==> config.mk <==
export PLATFORM = sky130hd
export DESIGN_NAME = fk_sched
export DESIGN_NICKNAME = d
export VERILOG_FILES = /design/src/rtl/fk_sched_pkg.sv /design/src/rtl/fk_prio_arb.sv /design/src/rtl/fk_sched.sv
export SDC_FILE = /design/constraint.sdc
export NUM_CORES = 1
export LEC_CHECK = 0
export CAP_MARGIN = 0
export CORE_UTILIZATION = 51
export CTS_CLUSTER_DIAMETER = 150
export DETAILED_ROUTE_END_ITERATION = 16
export MAX_ROUTING_LAYER = met4
export PLACE_DENSITY = 0.84
export SLEW_MARGIN = 20
export SYNTH_ARGS = -nofsm -noshare
export SYNTH_HDL_FRONTEND = slang
export SYNTH_HIERARCHICAL = 1
export SYNTH_SLANG_ARGS = --single-unit
==> constraint.sdc <==
create_clock -name clk_6M -period 1.8 [get_ports clk_6M]
set_input_delay 0.27 -clock clk_6M [delete_from_list [all_inputs] [get_ports clk_6M]]
set_output_delay 0.27 -clock clk_6M [all_outputs]
set_load 0.05 [all_outputs]
==> src/rtl/fk_sched_pkg.sv <==
// Shared definitions for the PLL-setup hop scheduler: state encoding,
// requester indices and datapath widths.
package fk_sched_pkg;

  localparam int CHAN_W = 7;
  localparam int NREQ   = 4;
  localparam int WDOG_W = 10;
  localparam logic [WDOG_W-1:0] WDOG_MAX = 10'd1023;

  localparam int REQ_CONN = 0;
  localparam int REQ_MPR  = 1;
  localparam int REQ_SPR  = 2;
  localparam int REQ_INQ  = 3;

  typedef enum logic [2:0] {
    IDLE,
    ARB,
    CALC,
    HOLD,
    LOAD
  } fk_state_e;

endpackage

==> src/rtl/fk_prio_arb.sv <==
// Fixed-priority one-hot encoder for the hop-compute requesters.
// Slave page response wins, then master page response, connection, inquiry.
module fk_prio_arb
  import fk_sched_pkg::*;
(
  input  logic [NREQ-1:0] req_i,
  output logic [NREQ-1:0] gnt_o
);

  always_comb begin
    gnt_o = '0;
    if (req_i[REQ_SPR]) begin
      gnt_o[REQ_SPR] = 1'b1;
    end else if (req_i[REQ_MPR]) begin
      gnt_o[REQ_MPR] = 1'b1;
    end else if (req_i[REQ_CONN]) begin
      gnt_o[REQ_CONN] = 1'b1;
    end else if (req_i[REQ_INQ]) begin
      gnt_o[REQ_INQ] = 1'b1;
    end
  end

endmodule

==> src/rtl/fk_sched.sv <==
// Schedules hop-channel computation on the shared kernel and loads the
// result into the PLL at the next clean setup deadline.
module fk_sched
  import fk_sched_pkg::*;
(
  input  logic              clk_6M,
  input  logic              rstz,
  input  logic              fkset_p,
  input  logic              txbit_period,
  input  logic              rxbit_period,
  input  logic [NREQ-1:0]   req,
  output logic [NREQ-1:0]   grant,
  output logic              hs_start,
  input  logic              hs_done,
  input  logic [CHAN_W-1:0] hs_chan,
  output logic              pll_load,
  output logic [CHAN_W-1:0] pll_chan,
  output logic              sched_miss,
  output logic [7:0]        load_cnt
);

  fk_state_e         state_q, state_d;
  logic [NREQ-1:0]   grant_q, grant_d;
  logic [NREQ-1:0]   arb_gnt;
  logic [CHAN_W-1:0] chan_q, chan_d;
  logic [CHAN_W-1:0] pll_chan_q, pll_chan_d;
  logic [WDOG_W-1:0] wdog_q, wdog_d;
  logic [7:0]        load_cnt_q, load_cnt_d;
  logic              fk_chg_p;
  logic              owner_lost;
  logic              wdog_expired;

  fk_prio_arb u_arb (
    .req_i (req),
    .gnt_o (arb_gnt)
  );

  assign fk_chg_p     = fkset_p & ~(txbit_period | rxbit_period);
  assign owner_lost   = ~|(req & grant_q);
  assign wdog_expired = (wdog_q == WDOG_MAX);
  assign load_cnt     = load_cnt_q;

  always_ff @(posedge clk_6M) begin
    if (!rstz) begin
      state_q    <= IDLE;
      grant_q    <= '0;
      chan_q     <= '0;
      pll_chan_q <= '0;
      wdog_q     <= '0;
      load_cnt_q <= '0;
    end else begin
      state_q    <= state_d;
      grant_q    <= grant_d;
      chan_q     <= chan_d;
      pll_chan_q <= pll_chan_d;
      wdog_q     <= wdog_d;
      load_cnt_q <= load_cnt_d;
    end
  end

  always_comb begin
    state_d    = state_q;
    grant_d    = grant_q;
    chan_d     = chan_q;
    pll_chan_d = pll_chan_q;
    wdog_d     = wdog_q;
    load_cnt_d = load_cnt_q;
    grant      = '0;
    hs_start   = 1'b0;
    pll_load   = 1'b0;
    pll_chan   = pll_chan_q;
    sched_miss = 1'b0;

    case (state_q)
      IDLE: begin
        if (|req) begin
          state_d = ARB;
        end
      end

      ARB: begin
        grant    = arb_gnt;
        grant_d  = arb_gnt;
        hs_start = 1'b1;
        wdog_d   = '0;
        state_d  = CALC;
      end

      // A deadline seen while the kernel is still busy is flagged but the
      // result is still loaded at a later clean deadline.
      CALC: begin
        grant      = grant_q;
        sched_miss = fkset_p | (wdog_expired & ~hs_done);
        if (owner_lost) begin
          state_d = IDLE;
        end else if (hs_done) begin
          chan_d  = hs_chan;
          state_d = HOLD;
        end else if (wdog_expired) begin
          state_d = IDLE;
        end else begin
          wdog_d = wdog_q + 1'b1;
        end
      end

      HOLD: begin
        grant = grant_q;
        if (owner_lost) begin
          state_d = IDLE;
        end else if (fk_chg_p) begin
          state_d = LOAD;
        end
      end

      LOAD: begin
        grant      = grant_q;
        pll_load   = 1'b1;
        pll_chan   = chan_q;
        pll_chan_d = chan_q;
        load_cnt_d = load_cnt_q + 8'd1;
        state_d    = IDLE;
      end

      default: begin
        state_d = IDLE;
      end
    endcase
  end

endmodule

==> summary.md <==
| Metric | Value |
|---|---|
| Largest driver fanout on the critical path | 8 |
| Remaining global-route overflow | 0 |
| Max-Cap Viols | 0 |
| Drt drc | 0 |
| Max-slew violations | 0 |
| Leading register cell type out of synthesis | sky130_fd_sc_hd__dfxtp_1 |
| Most frequent cells in the layout | sky130_fd_sc_hd__buf_4 (37), sky130_fd_sc_hd__dfxtp_1 (33), sky130_fd_sc_hd__nand2_1 (19), sky130_fd_sc_hd__nor2b_1 (14), sky130_fd_sc_hd__clkdlybuf4s50_1 (14) |
| Number of levels in the clock H-tree | 2 |
| Boundary pin count | 39 |
| RePlAce Congestion | 0.8545 |
| Proportion of layout cells with a drive suffix above 1 | 34.53% |
| Worst Skew | 7.624 ps |
| Part of the power in combinational logic | 16.6% |
| Worst-path clk slew | roughly 70 ps |
| Clock buffer depth | 2 |
| Total number of clock tree sinks | 39 |
| Leading cell type in the layout, fill and taps excluded | sky130_fd_sc_hd__buf_4 |
| Total clock buffers created by CTS | 5 |
| Worst Tran Pin Value | 526.8 ps |
| Final setup fails | 7 |
| Mean area per synthesized cell | 9.300 um2 |
| Startpoint type of the worst setup path | flip-flop |
| Overall track demand over capacity in global routing | between 20% and 30% |
| Buffers on Ports | 38 |
| Final worst-path cycle share | 103.9% |
| Worst VDD drop | 0.6081 mV |
| Number of DRC markers in iteration 0 | 99 |
| Cell area power density | approximately 620 nW/um2 |
| Vias | around 1900 |
| Area of the mapped netlist | 1934 um2 |
| Floorplan Core Area | 3661 um2 |
| Initial antenna violation count | 0 |
| Clock insertion delay at the later pin of the skew report | 290 ps |
| Area growth from synthesis to layout | 48.58% |
| Total number of placement rows | 22 |
| Net total in the final layout | a little under 300 |
| Distinct cell type count of the synthesized netlist | 43 |
| Cell type with the largest total area after synthesis | sky130_fd_sc_hd__dfxtp_1 |
| CP Class | reg2out |
| Number of non-filler instances in the completed layout | 326 |
| RSZ-0062 raised after global routing | true |
| HPWL Detailed | 3235 um |
| Maximum number of pins on one net before global-route repair | 28 |
| Required @ worst endpoint | 1530 ps |
| Data arrival time of the worst path | 1600 ps |
| Die Y-Extent | 63.59 um |
| Via count of the first global-routing pass | 1897 |
| Kind of end point of the critical path | output port |
| Cell internal pwr | 1.325 mW |
| Yosys warning count | 6 |
| Global-route wire length before repair | around 8600 um |
| Post-synthesis sequential area ratio | 40.36% |
| Achievable frequency | 534.6 MHz |
| Area enclosed by the die boundary | 4043 um2 |
| Wirelength per Cell | 16.31 um |
| Top cells by area in the synthesized netlist | sky130_fd_sc_hd__dfxtp_1 (40%), sky130_fd_sc_hd__mux2i_1 (6.7%), sky130_fd_sc_hd__nor2b_1 (4.5%) |
| Worst slew margin | 64.81% |
| Area fraction of the dominant cell type after synthesis | 40.36% |
| Static power due to leakage | 1.141 nW |
| Net Sw Power | 0.4582 mW |
| CTS tree | done |
| Post-synthesis instance total | 208 |
| Flop and latch count out of synthesis | 39 |
| Count of flip-flops with a built-in enable after synthesis | 0 |
| Detail Route Antenna Nets | 0 |
| Via/cell ratio | 5.684 |
| Sequential group share of total power | between 40% and 50% |
| Library cell used as clock root buffer | sky130_fd_sc_hd__clkbuf_8 |
| Fill cells | 230 |
| Total placed cells including tap cells | 310 |
| Post-synth ARST share | 0% |
| Wirelength, routed | ~5300 um |
| Status | complete, but fails checks |
| Proportion of total power due to net switching | 25.69% |
| Pre-CTS setup slack | -219.4 ps |
| Number of nets in the synthesized netlist | 227 |
| Total power | approximately 1.8 mW |
| # hold bufs at CTS | 0 |
| Final worst-path setup slack | -70.66 ps |
| Kind of path behind the tightest hold check | in2reg |
| Starting Density | 52.84% |
| Fin. Hold Viols | 0 |
| Ant diodes | 0 |
| DIE WIDTH | 63.59 um |
| Violated checks | negative setup slack |
| Clock power frac | between 30% and 40% |
| Post-route minimum period | 1871 ps |
| First-pass iteration count of the detailed router | 4 |
[area by class of cell]
| class | count | area (um2) | area share, % |
|---|---|---|---|
| Clock inverter | 1 | 5.005 | 0.1741 |
| Clock buffer | 6 | 82.58 | 2.873 |
| Timing Repair Buffer | 72 | 704.4 | 24.51 |
| Multi-Input combinational cell | 155 | 1212 | 42.19 |
| Sequential cell | 39 | 790.8 | 27.51 |
| Inverter | 5 | 18.77 | 0.6530 |
| Tap cell | 48 | 60.06 | 2.090 |
[flip-flops by register name, summed over array words and instances, names as in the netlist]
| signal | flops |
|---|---|
| chan_q | 7 |
| pll_chan_q | 7 |
| wdog_q | 10 |
| state_q | 3 |
| load_cnt | 8 |
| grant_q | 4 |
[what timing repair did]
item                                    4_1_cts  5_1_grt
buffers inserted                              8        2
pin swaps                                     5       10
gates resized for setup                      28       19
endpoints found under the setup margin       12       13
[Yosys cell counts (2+ instances only)]
cell type,number
sky130_fd_sc_hd__buf_2,4
sky130_fd_sc_hd__or3_1,2
sky130_fd_sc_hd__a22o_1,3
sky130_fd_sc_hd__o21ai_0,6
sky130_fd_sc_hd__nor2b_1,14
sky130_fd_sc_hd__nor2_1,4
sky130_fd_sc_hd__nor4_1,3
sky130_fd_sc_hd__a211oi_1,4
sky130_fd_sc_hd__nand4bb_1,2
sky130_fd_sc_hd__inv_1,5
sky130_fd_sc_hd__mux2_2,7
sky130_fd_sc_hd__ha_1,2
sky130_fd_sc_hd__buf_4,2
sky130_fd_sc_hd__a21boi_0,3
sky130_fd_sc_hd__nand2b_1,2
sky130_fd_sc_hd__a31oi_1,12
sky130_fd_sc_hd__nor3b_1,4
sky130_fd_sc_hd__and4_1,2
sky130_fd_sc_hd__mux2i_1,13
sky130_fd_sc_hd__o21a_1,4
sky130_fd_sc_hd__and2_1,13
sky130_fd_sc_hd__nand4_1,2
sky130_fd_sc_hd__nor3_1,5
sky130_fd_sc_hd__and3_1,2
sky130_fd_sc_hd__nand2_1,19
sky130_fd_sc_hd__clkbuf_1,3
sky130_fd_sc_hd__a22oi_1,2
sky130_fd_sc_hd__dfxtp_1,39
sky130_fd_sc_hd__xor2_1,4
sky130_fd_sc_hd__a21oi_1,4
sky130_fd_sc_hd__nand3_1,5
[cells by family after synthesis]
kind of cell,after synthesis,synth area share (%)
DFF,39,40.36
adders and majority gates,2,1.293
muxes,20,10.80
xor gates and xnor gates,5,2.264
and+or+nand+nor,83,25.23
AOI/OAI and AO/OA,45,16.69
buffers and inverters,14,3.363
[metal layers]
layer / part of all wire [%] / GRT usage (%)
met1: 42 / 31.50
met2: 52 / 50.00
met3: 4.7 / 5.616
met4: 1.5 / 11.08
met5: 0 / -
[per-stage QoR]
step / instance area, um2 / setup TNS [ps] / utilization, % / hold slack, ps
after floorplan: 1954 / 0 / - / 400.7
after global placement: 2585 / -2598 / 70.61 / 466.8
after detailed placement: 2585 / -3151 / 70.61 / 471.7
after CTS: 2810 / -102.5 / 76.76 / 488.6
after global routing: 2874 / -690.0 / 78.50 / 448.4
final: 2874 / -422.3 / 78.50 / 409.0
[worst paths after layout]
| path | from | to | slack (ps) | cells past startpoint |
|---|---|---|---|---|
| min | req[2] | grant_q[3] | 410 | 4 |
| min reg2reg | wdog_q[8] | wdog_q[8] | 500 | 1 |
| max | state_q[0] | pll_chan[3] | -70 | 4 |
| max reg2reg | state_q[2] | wdog_q[1] | 110 | 6 |
[worst max-delay path: stages (launching register included)]
cell,delay (ps)
sky130_fd_sc_hd__dfxtp_4,370
sky130_fd_sc_hd__nor3b_4,250
sky130_fd_sc_hd__buf_6,200
sky130_fd_sc_hd__mux2_4,330
sky130_fd_sc_hd__buf_6,160
[power groups by stage]
stage                     Sequential [mW]  Clock, mW  Combinational [mW]
after CTS                           0.883      0.604               0.282
after floorplan                     0.896          0               0.134
after global routing                0.886      0.644               0.314
final                               0.884      0.603               0.296
after detailed placement            0.903          0               0.264
after global placement              0.902          0               0.257
Power figures use the tool's default switching activity.
